## config.mk

```make
export PLATFORM = sky130hd
export DESIGN_NAME = midi_voice_allocator
export DESIGN_NICKNAME = d
export VERILOG_FILES = /design/src/rtl/midi_pkg.sv /design/src/rtl/midi_msg_parser.sv /design/src/rtl/midi_voice_allocator.sv
export SDC_FILE = /design/constraint.sdc
export NUM_CORES = 1
export LEC_CHECK = 0
export CAP_MARGIN = 30
export CORE_UTILIZATION = 45
export DETAILED_ROUTE_END_ITERATION = 16
export PLACE_DENSITY = 0.79
export SLEW_MARGIN = 20
export SYNTH_ARGS = -nofsm -noshare
export SYNTH_HDL_FRONTEND = slang
export SYNTH_SLANG_ARGS = --single-unit
```

## constraint.sdc

```tcl
create_clock -name CLK -period 6.7 [get_ports CLK]
set_input_delay 1.34 -clock CLK [delete_from_list [all_inputs] [get_ports CLK]]
set_output_delay 1.34 -clock CLK [all_outputs]
set_load 0.05 [all_outputs]
```

## src/rtl/midi_pkg.sv

```systemverilog
// Shared definitions for the MIDI receive path: status nibbles, the parser
// state encoding and the commit record passed from parser to voice allocator.
package midi_pkg;

  localparam logic [3:0] ST_NOTE_OFF = 4'h8;
  localparam logic [3:0] ST_NOTE_ON  = 4'h9;
  localparam logic [7:0] RT_MIN      = 8'hF8;

  typedef enum logic [1:0] {
    IDLE,
    D1,
    D2
  } parse_state_t;

  typedef struct packed {
    logic       is_on;
    logic [6:0] note;
    logic [6:0] vel;
  } commit_t;

endpackage

```

## src/rtl/midi_msg_parser.sv

```systemverilog
// MIDI byte-stream parser for note-on/note-off on one channel, with running
// status. The commit is combinational from the velocity byte so the voice
// table can register its outputs on the same edge (1-cycle latency overall).
module midi_msg_parser
  import midi_pkg::*;
(
  input  logic       clk,
  input  logic       reset,
  input  logic       byte_valid,
  input  logic [7:0] byte_data,
  input  logic [3:0] channel,
  output logic       commit_valid,
  output commit_t    commit
);

  parse_state_t state;
  logic         rs_on;    // running status is note-on (else note-off)
  logic [6:0]   note_q;

  // Commit fires on the velocity byte; 0x9n with velocity 0 is a note-off.
  // NOTE: every output of a combinational block is given a default first so no latch is inferred.
  always_comb begin
    commit_valid = 1'b0;
    commit.note  = note_q;
    commit.vel   = byte_data[6:0];
    commit.is_on = rs_on && (byte_data[6:0] != 7'd0);
    if (byte_valid && !byte_data[7] && state == D2) begin
      commit_valid = 1'b1;
    end
  end

  // Parser FSM and running status; realtime bytes pass through untouched.
  // NOTE: sequential state uses non-blocking assignments so all registers update together at the edge.
  always_ff @(posedge clk) begin
    if (reset) begin
      state  <= IDLE;
      rs_on  <= 1'b0;
      note_q <= '0;
    end else if (byte_valid && byte_data < RT_MIN) begin
      if (byte_data[7]) begin
        if ((byte_data[7:4] == ST_NOTE_OFF || byte_data[7:4] == ST_NOTE_ON) &&
            byte_data[3:0] == channel) begin
          rs_on <= (byte_data[7:4] == ST_NOTE_ON);
          state <= D1;
        end else begin
          rs_on <= 1'b0;
          state <= IDLE;
        end
      end else begin
        case (state)
          D1: begin
            note_q <= byte_data[6:0];
            state  <= D2;
          end
          D2:      state <= D1;
          default: state <= IDLE;
        endcase
      end
    end
  end

endmodule

```

## src/rtl/midi_voice_allocator.sv

```systemverilog
// Voice allocator: parses the MIDI stream (via midi_msg_parser) and shares
// NUM_VOICES voices between note-on/note-off commands on one channel.
// Build option VOICE_STEAL_EN: when defined, a note-on with no free voice
// steals the oldest gated voice; otherwise the note is dropped and DROP pulses.
module midi_voice_allocator
  import midi_pkg::*;
#(
  parameter int NUM_VOICES = 4,
  parameter int VIDX_W     = 2,
  parameter int AGE_W      = 4
) (
  input  logic                    CLK,
  input  logic                    RESET,
  input  logic                    BYTE_VALID,
  input  logic [7:0]              BYTE_DATA,
  input  logic [3:0]              CHANNEL,
  output logic [NUM_VOICES-1:0]   VOICE_GATE,
  output logic [NUM_VOICES*7-1:0] VOICE_NOTE,
  output logic [NUM_VOICES*7-1:0] VOICE_VEL,
  output logic                    EVT_VALID,
  output logic [VIDX_W-1:0]       EVT_VOICE,
  output logic                    EVT_ON,
  output logic                    DROP,
  output logic [VIDX_W:0]         ACTIVE_CNT
);

  logic    commit_valid;
  commit_t commit;

  midi_msg_parser u_parser (
    .clk          (CLK),
    .reset        (RESET),
    .byte_valid   (BYTE_VALID),
    .byte_data    (BYTE_DATA),
    .channel      (CHANNEL),
    .commit_valid (commit_valid),
    .commit       (commit)
  );

  logic [NUM_VOICES-1:0] gate_q;
  logic [6:0]            note_q [NUM_VOICES];
  logic [6:0]            vel_q  [NUM_VOICES];

  logic                  hit, free, on_go, off_go, drop_next;
  logic [VIDX_W-1:0]     hit_idx, free_idx, on_idx;
  logic [NUM_VOICES-1:0] gate_next;
  logic [VIDX_W:0]       cnt_next;

  // Find the voice holding the note and the lowest-index free voice
  // (descending scan so the lowest index is written last).
  always_comb begin
    hit      = 1'b0;
    hit_idx  = '0;
    free     = 1'b0;
    free_idx = '0;
    for (int i = NUM_VOICES - 1; i >= 0; i--) begin
      if (gate_q[i] && note_q[i] == commit.note) begin
        hit     = 1'b1;
        hit_idx = VIDX_W'(i);
      end
      if (!gate_q[i]) begin
        free     = 1'b1;
        free_idx = VIDX_W'(i);
      end
    end
  end

`ifdef VOICE_STEAL_EN
  localparam logic [AGE_W-1:0] AGE_MAX = {AGE_W{1'b1}};

  // Ages only steer stealing, so they exist only in the stealing build.
  logic [AGE_W-1:0]  age_q [NUM_VOICES];
  logic [AGE_W-1:0]  oldest;
  logic [VIDX_W-1:0] steal_idx;

  // Oldest gated voice; strict compare keeps the lowest index on ties.
  always_comb begin
    steal_idx = '0;
    oldest    = age_q[0];
    for (int i = 1; i < NUM_VOICES; i++) begin
      if (age_q[i] > oldest) begin
        oldest    = age_q[i];
        steal_idx = VIDX_W'(i);
      end
    end
  end
`endif

  // Decide what the commit does: retrigger, allocate, steal/drop, or release.
  always_comb begin
    on_go     = 1'b0;
    off_go    = 1'b0;
    drop_next = 1'b0;
    on_idx    = hit_idx;
    if (commit_valid) begin
      if (commit.is_on) begin
        if (hit) begin
          on_go = 1'b1;
        end else if (free) begin
          on_go  = 1'b1;
          on_idx = free_idx;
        end else begin
`ifdef VOICE_STEAL_EN
          on_go  = 1'b1;
          on_idx = steal_idx;
`else
          drop_next = 1'b1;
`endif
        end
      end else begin
        off_go = hit;
      end
    end
  end

  // Next gate vector and its popcount, so ACTIVE_CNT tracks VOICE_GATE exactly.
  always_comb begin
    gate_next = gate_q;
    if (on_go)  gate_next[on_idx]  = 1'b1;
    if (off_go) gate_next[hit_idx] = 1'b0;
    cnt_next = '0;
    for (int i = 0; i < NUM_VOICES; i++) begin
      cnt_next = cnt_next + (VIDX_W + 1)'(gate_next[i]);
    end
  end

  // Voice table and event outputs.
  // NOTE: note/velocity storage is reset too, because every output must read 0 after reset.
  always_ff @(posedge CLK) begin
    if (RESET) begin
      gate_q     <= '0;
      ACTIVE_CNT <= '0;
      EVT_VALID  <= 1'b0;
      EVT_VOICE  <= '0;
      EVT_ON     <= 1'b0;
      DROP       <= 1'b0;
      for (int i = 0; i < NUM_VOICES; i++) begin
        note_q[i] <= '0;
        vel_q[i]  <= '0;
      end
    end else begin
      gate_q     <= gate_next;
      ACTIVE_CNT <= cnt_next;
      EVT_VALID  <= on_go || off_go;
      DROP       <= drop_next;
      if (on_go || off_go) begin
        EVT_VOICE <= on_idx;
        EVT_ON    <= on_go;
      end
      if (on_go) begin
        note_q[on_idx] <= commit.note;
        vel_q[on_idx]  <= commit.vel;
      end
    end
  end

`ifdef VOICE_STEAL_EN
  // Age counters: the triggered voice restarts, other gated voices age (saturating).
  always_ff @(posedge CLK) begin
    if (RESET) begin
      for (int i = 0; i < NUM_VOICES; i++) age_q[i] <= '0;
    end else if (on_go) begin
      for (int i = 0; i < NUM_VOICES; i++) begin
        if (VIDX_W'(i) == on_idx) begin
          age_q[i] <= '0;
        end else if (gate_q[i] && age_q[i] != AGE_MAX) begin
          age_q[i] <= age_q[i] + 1'b1;
        end
      end
    end
  end
`endif

  // Pack the per-voice registers onto the flat output buses.
  always_comb begin
    VOICE_GATE = gate_q;
    VOICE_NOTE = '0;
    VOICE_VEL  = '0;
    for (int i = 0; i < NUM_VOICES; i++) begin
      VOICE_NOTE[7*i +: 7] = note_q[i];
      VOICE_VEL[7*i +: 7]  = vel_q[i];
    end
  end

endmodule

```

### Word level (Yosys, flattened, before mapping)

Memory sizes are Yosys's and may differ from the RTL's.
Cells that the tools add are included.

| storage, ports and cells | value |
|---|---|
| register bits | 22 |
| RAM bits | 56 |
| input port bits | 15 |
| memories kept | 2 |

Memories:

| memory | words | width | read ports | clocked after memory_dff | wr ports | line | source |
|---|---|---|---|---|---|---|---|
| note_q | 4 | 7 | 4 | 0 | 4 | midi_voice_allocator.sv:41 | `logic [6:0] note_q [NUM_VOICES];` |
| vel_q | 4 | 7 | 4 | 0 | 4 | midi_voice_allocator.sv:42 | `logic [6:0] vel_q [NUM_VOICES];` |

| operators by class | value |
|---|---|
| add/subtract/negate cells | 3 |
| order comparisons | 5 |
| equality and inequality tests | 9 |
| muxes and demuxes | 49 |
| bitwise logic cells | 6 |
| reductions and logical operators | 20 |

Operators by type and width:

| cell | number |
|---|---|
| two-way mux 2 bit | 15 |
| equality test 7 bit | 4 |
| two-way mux 1 bit | 27 |
| two-way mux 7 bit | 2 |
| OR reduction 7 bit | 2 |
| logical AND 1 bit | 11 |
| equality test 4 bit, second input constant | 2 |
| < comparator 8 bit, second input constant | 1 |
| two-way mux 4 bit | 2 |
| nonzero test 7 bit | 1 |
| < comparator 2 x 3 -> 1 bit, second input constant | 2 |
| AND 4 bit | 1 |
| demux 1 bit (select 2 bit) | 2 |
| equality test 4 bit | 1 |
| greater-or-equal comparator 2 x 1 -> 1 bit, second input constant | 2 |
| inverter 4 bit | 1 |
| OR 4 bit | 1 |
| one-hot mux 2 bit (2 select lines) | 1 |
| OR reduction 4 bit | 1 |
| adder 2 x 1 -> 3 bit | 1 |
| adder 3 x 1 -> 3 bit | 1 |
| inverter 1 bit | 3 |
| AND reduction 3 bit | 1 |
| adder 1 x 1 -> 2 bit | 1 |
| 5 further kinds | 6 |

### Longest topological paths before layout

An unclocked memory read counts as a cell.

| depth | value |
|---|---|
| depth after elaboration | 22 |
| mapped depth | 13 |

### Hierarchy

A second synthesis with hierarchy kept.

| unflattened totals | value |
|---|---|
| cells, all modules | 316 |
| area, all modules | 3782.4 um^2 |

Modules (own cells, without submodules):

| module | times used | cells an instance | area an instance (um^2) | sequential area each (um^2) |
|---|---|---|---|---|
| midi_voice_allocator | 1 | 257 | 3243.1 | 1921.8 |
| midi_msg_parser | 1 | 59 | 539.3 | 200.2 |

### Least setup slack after synthesis

OpenSTA, ideal clock, no wires.

| timing path | value |
|---|---|
| kind | input port to flip-flop |
| start point | in BYTE_DATA[0] |
| end point | reg ACTIVE_CNT[1] |
| library setup time | 0.124 ns |
| arrival time | 3.693 ns |
| data required time | 6.576 ns |
| setup slack | 2.883 ns |
| stages | 11 |
| path buffers | 0 |
| cell sequence | nor4_1 a211o_1 o22ai_1 a21oi_1 nor2_1 nand2_2 a21boi_0 fa_1 ha_1 ha_1 nor2b_1 |

| on the way | value |
|---|---|
| longest elaborated chain between the ends | 15 |
| elaborated cells on any way between the ends | 20 |

RTL lines:

| item | line | source |
|---|---|---|
| start, declared | midi_voice_allocator.sv:15 | `input logic [7:0] BYTE_DATA,` |
| nonzero test 7 bit * | midi_msg_parser.sv:26 | `commit.is_on = rs_on && (byte_data[6:0] != 7'd0);` |
| logical AND 1 bit * | midi_msg_parser.sv:26 |  |
| two-way mux 2 bit | midi_voice_allocator.sv:96 | `if (commit.is_on) begin` |
| two-way mux 2 bit | midi_voice_allocator.sv:95 | `if (commit_valid) begin` |
| < comparator 2 x 3 -> 1 bit (not written as such) or greater-or-equal comparator 2 x 1 -> 1 bit (tied branches) | midi_voice_allocator.sv:119 | `if (on_go) gate_next[on_idx] = 1'b1;` |
| logical AND 1 bit (not written as such) | midi_voice_allocator.sv:119 |  |
| two-way mux 1 bit (not written as such) | midi_voice_allocator.sv:119 |  |
| demux 1 bit (select 2 bit) | midi_voice_allocator.sv:119 |  |
| OR 4 bit (no source line) | n/a |  |
| two-way mux 4 bit | midi_voice_allocator.sv:119 |  |
| AND 4 bit (no source line) | n/a |  |
| two-way mux 4 bit * | midi_voice_allocator.sv:120 | `if (off_go) gate_next[hit_idx] = 1'b0;` |
| via gate_next[1] | midi_voice_allocator.sv:46 | `logic [NUM_VOICES-1:0] gate_next;` |
| adder 1 x 1 -> 2 bit * | midi_voice_allocator.sv:123 | `cnt_next = cnt_next + (VIDX_W + 1)'(gate_next[i]);` |
| adder 2 x 1 -> 3 bit * | midi_voice_allocator.sv:123 |  |
| adder 3 x 1 -> 3 bit * | midi_voice_allocator.sv:123 |  |
| via cnt_next[1] | midi_voice_allocator.sv:47 | `logic [VIDX_W:0] cnt_next;` |
| end signal, assigned | midi_voice_allocator.sv:143 | `ACTIVE_CNT <= cnt_next;` |
| end, declared | midi_voice_allocator.sv:24 | `output logic [VIDX_W:0] ACTIVE_CNT` |

The timed path passes the listed nets; every way through them passes the cells marked *.
A chain may end at the register's enable or synchronous reset.

### Worst setup path after layout

Ends and elaborated chain as after synthesis.

==> flow_metrics.py <==
metrics = {
    "run_status": {
        "status": "finished, final reports clean",
    },
    "sta": {
        "finClkSkew_ns": 0.00859,
        "max_slew.worst_pin.slew_ns": 0.847,
        "rsz0062_at_grt": "false",
        "slew_violations": 0,
        "hold_viol": 0,
        "finalCriticalPeriod_ns": 4.55,
        "setup_viol_count_final": 0,
        "tns_ns": 0,
        "period_share": 0.679,
        "max_freq_mhz": 220,
        "max_slew_margin": 0.435,
    },
    "global_routing": {
        "grt_usage": 0.218,
        "grt-busiest-layer": "met2",
        "grtUsageMet3": 0.0816,
        "use_met2": 0.343,
        "grt_pass1_vias": 2627,
        "grtUsageMet1": 0.275,
        "grt.overflow.total": 0,
        "grt_max_degree": 43,
        "antenna_found_initial": 0,
        "grt_pass1_wl_mm": 13.4,
    },
    "worst_setup_path": {
        "crit_family": "simple AND/OR/NAND/NOR gates",
        "reg2reg_to": "ACTIVE_CNT[1]$_SDFF_PP0_",
        "critPathCaptureType": "register",
        "r2r_cells": 11,
        "worst-path-buf-inv": 1,
        "worstPathCellList": "clkdlybuf4s50_1, nor4_1, a211o_1, o22ai_1, a21oi_1, nor2_1, nand2_2, a21boi_0, fa_1, ha_1, ha_1, nor2b_1",
        "cpMostUsedCell": "ha_1",
        "r2r_start": "VOICE_GATE[2]$_SDFF_PP0_",
        "path_max_fanout": 17,
        "critPathKind": "in2reg",
        "critPathLaunchType": "primary input",
        "slowest_stage": "fa_1",
        "arrival_ns": 4.78,
        "max_stage_delay_ns": 0.50,
        "rrSetupSlack_ns": 3.18,
        "critPathRequiredTime_ns": 6.93,
    },
    "power": {
        "power_density_mw_per_mm2": 226,
        "p_int_w": 0.000785,
        "power_w": 0.00104,
        "vdd_drop_max_v": 0.000159,
        "switching_share": 0.241,
        "p_comb_frac": 0.109,
        "seq_power_share": 0.518,
        "switchingPower_w": 0.000250,
        "leakage_nw": 1.58,
        "p_clk_frac": 0.373,
    },
    "placement": {
        "dp_hpwl_mm": 5.99,
        "io_buffers": 82,
        "placed_cells": 476,
        "gp_congestion": 0.922,
    },
    "worst_hold_path": {
        "hold_depth": 2,
        "min-delay-path-class": "reg2reg",
        "hold-path-endpoint": "EVT_ON$_SDFFE_PP0P_",
        "holdCritStartpoint": "EVT_ON$_SDFFE_PP0P_",
    },
    "synthesis": {
        "synth.avg_cell_area_um2": 11.3,
        "netlist_area_mm2": 0.00351,
        "synth-edff-count": 56,
        "synth_area_leaders": "edfxtp_1, dfxtp_1, nor2_1, xnor2_1, nand2b_1",
        "ys_seq_area_frac": 0.605,
        "synth_area_leader_cell": "edfxtp_1",
        "syn_nets": 329,
        "synth_top_area_share": 0.480,
        "ys.flop_type": "edfxtp_1",
        "async_flop_share": 0,
        "ys_ff_latch": 78,
        "synthDistinctLibCells": 49,
        "synthCells": 311,
        "yosysWarningCount": 0,
    },
    "clock_tree": {
        "cts_root_buffer": "clkbuf_8",
        "clkSinkCount": 78,
        "cts_max_level": 3,
        "ctsHoldBuffers": 0,
        "post_cts_buffers": 0,
        "numCtsBuffers": 9,
        "path_clk_slew_ns": 0.08,
        "clk_latency_ns": 0.35,
        "clk_path_buf_depth": 2,
        "post_cts_resized": 0,
        "cts_tree": "done",
    },
    "drt": {
        "drc_errors": 0,
        "wirelength_mm": 8.60,
        "via_count": 2548,
        "wl_per_cell_um": 17.5,
        "via_per_inst": 5.18,
        "drtAntennaViolNets": 0,
        "firstDrtPassIters": 4,
        "drt-initial-drc-count": 245,
    },
    "layout": {
        "nets": 406,
        "area_growth_syn_to_layout_pct": 30.9,
        "layout.cells.non_filler": 492,
        "n_fill_cell": 592,
        "postLayoutCoreUtil": 0.619,
        "insertedDiodeCount": 0,
        "drive_gt1_frac": 0.0585,
    },
    "die": {
        "ioPinCount": 83,
        "chipHeight_um": 90.3,
        "core-area_mm2": 0.00741,
        "num_rows": 31,
        "die_w_um": 90.3,
        "initial_core_util": 0.473,
        "dieArea_mm2": 0.00815,
    },
    "job": {
        "maxCapViolCount": 0,
    },
}
==> cell type report <==
type	instances	area, µm²	share of cell area
clock buffer	12	145	0.0316
clock inverter	4	71.3	0.0155
inverter	5	18.8	0.00409
multi-input combinational	210	1270	0.278
sequential	78	2120	0.462
tap	99	124	0.0270
timing repair buffer	84	833	0.182
==> power by group through the flow <==
stage	combinational (W)	clock (W)	sequential (W)
floorplan	0.0000274	0	0.000588
global placement	0.000112	0	0.000547
detailed placement	0.000113	0	0.000547
CTS	0.000113	0.000387	0.000536
global route	0.000118	0.000406	0.000538
finish	0.000113	0.000386	0.000536
==> cell usage in the layout (no fill, tap or decap), drive strengths merged, types with 2 or more instances in the layout <==
cell	Yosys	routed
a21oi	10	10
clkdlybuf4s50	0	82
mux2i	7	7
dfxtp	22	22
clkinv	1	2
inv	4	4
xor2	8	8
nor2b	5	5
bufinv	0	2
buf	11	2
nor4	3	3
nand4	8	8
edfxtp	56	56
clkbuf	7	12
xnor2	24	24
nand3	2	2
o21ai	5	5
nand2b	19	19
nor3b	2	2
nor2	77	77
nand2	11	11
nor3	5	5
ha	2	2
==> state kept, by name, summed over array words and instances, names as in the netlist <==
signal	count
u_parser.note_q	7
EVT_VALID	1
ACTIVE_CNT	3
DROP	1
note_q	28
EVT_VOICE	2
u_parser.state	2
EVT_ON	1
VOICE_GATE	4
u_parser.rs_on	1
vel_q	28
==> how the worst max path moves through the flow <==
stage	start	depth (start not counted)	slack (ns)	to
6_report	BYTE_DATA[0]	12	2.15	ACTIVE_CNT[1]$_SDFF_PP0_
5_1_grt	BYTE_DATA[0]	12	1.87	ACTIVE_CNT[1]$_SDFF_PP0_
4_1_cts	BYTE_DATA[0]	12	2.22	ACTIVE_CNT[1]$_SDFF_PP0_
3_5_place_dp	BYTE_DATA[0]	12	1.85	ACTIVE_CNT[1]$_SDFF_PP0_
3_3_place_gp	BYTE_DATA[4]	12	1.98	ACTIVE_CNT[1]$_SDFF_PP0_
2_1_floorplan	BYTE_DATA[0]	11	2.88	ACTIVE_CNT[1]$_SDFF_PP0_
==> metal layers <==
metal | routed length [µm] | up-vias
met1 | 3360 | 1205
met2 | 3960 | 111
met3 | 1150 | 11
met4 | 136 | 0
met5 | 0 | -
li1 | - | 1221
==> cell usage after synthesis, drive strengths merged, types with 5 or more instances <==
library cell	number
dfxtp	22
nand2b	19
nor3	5
xnor2	24
clkbuf	7
a21oi	10
o21ai	5
nor2b	5
buf	11
nand4	8
mux2i	7
nand2	11
edfxtp	56
xor2	8
nor2	77
==> stage by stage <==
stage / worst slack (ns) / cell area, µm² / hold slack (ns)
finish: 2.15 / 4590 / 0.457
floorplan: 2.88 / 3510 / 0.432
detailed placement: 1.85 / 4370 / 0.451
global placement: 1.98 / 4370 / 0.442
CTS: 2.22 / 4590 / 0.461
global route: 1.87 / 4590 / 0.508
==> logic make-up after synthesis <==
| kind of cell | count (synthesis) | share of synthesized area |
|---|---|---|
| mux | 8 | 0.0232 |
| flops | 78 | 0.605 |
| fa+ha+maj | 3 | 0.0128 |
| compound gates | 28 | 0.0539 |
| xor+xnor | 32 | 0.0799 |
| buf+inv | 23 | 0.0328 |
| simple gates | 139 | 0.192 |
==> worst register-to-register path, cell delays in order, from the launching register on <==
cell	delay, ns
dfxtp_1	0.42
clkinv_1	0.19
nor4_2	0.43
nand4_2	0.24
a21oi_1	0.39
nor2_1	0.14
nand2_2	0.33
a21boi_0	0.20
fa_1	0.50
ha_1	0.19
ha_1	0.26
nor2b_1	0.12
(Power assumes the default switching activity.)
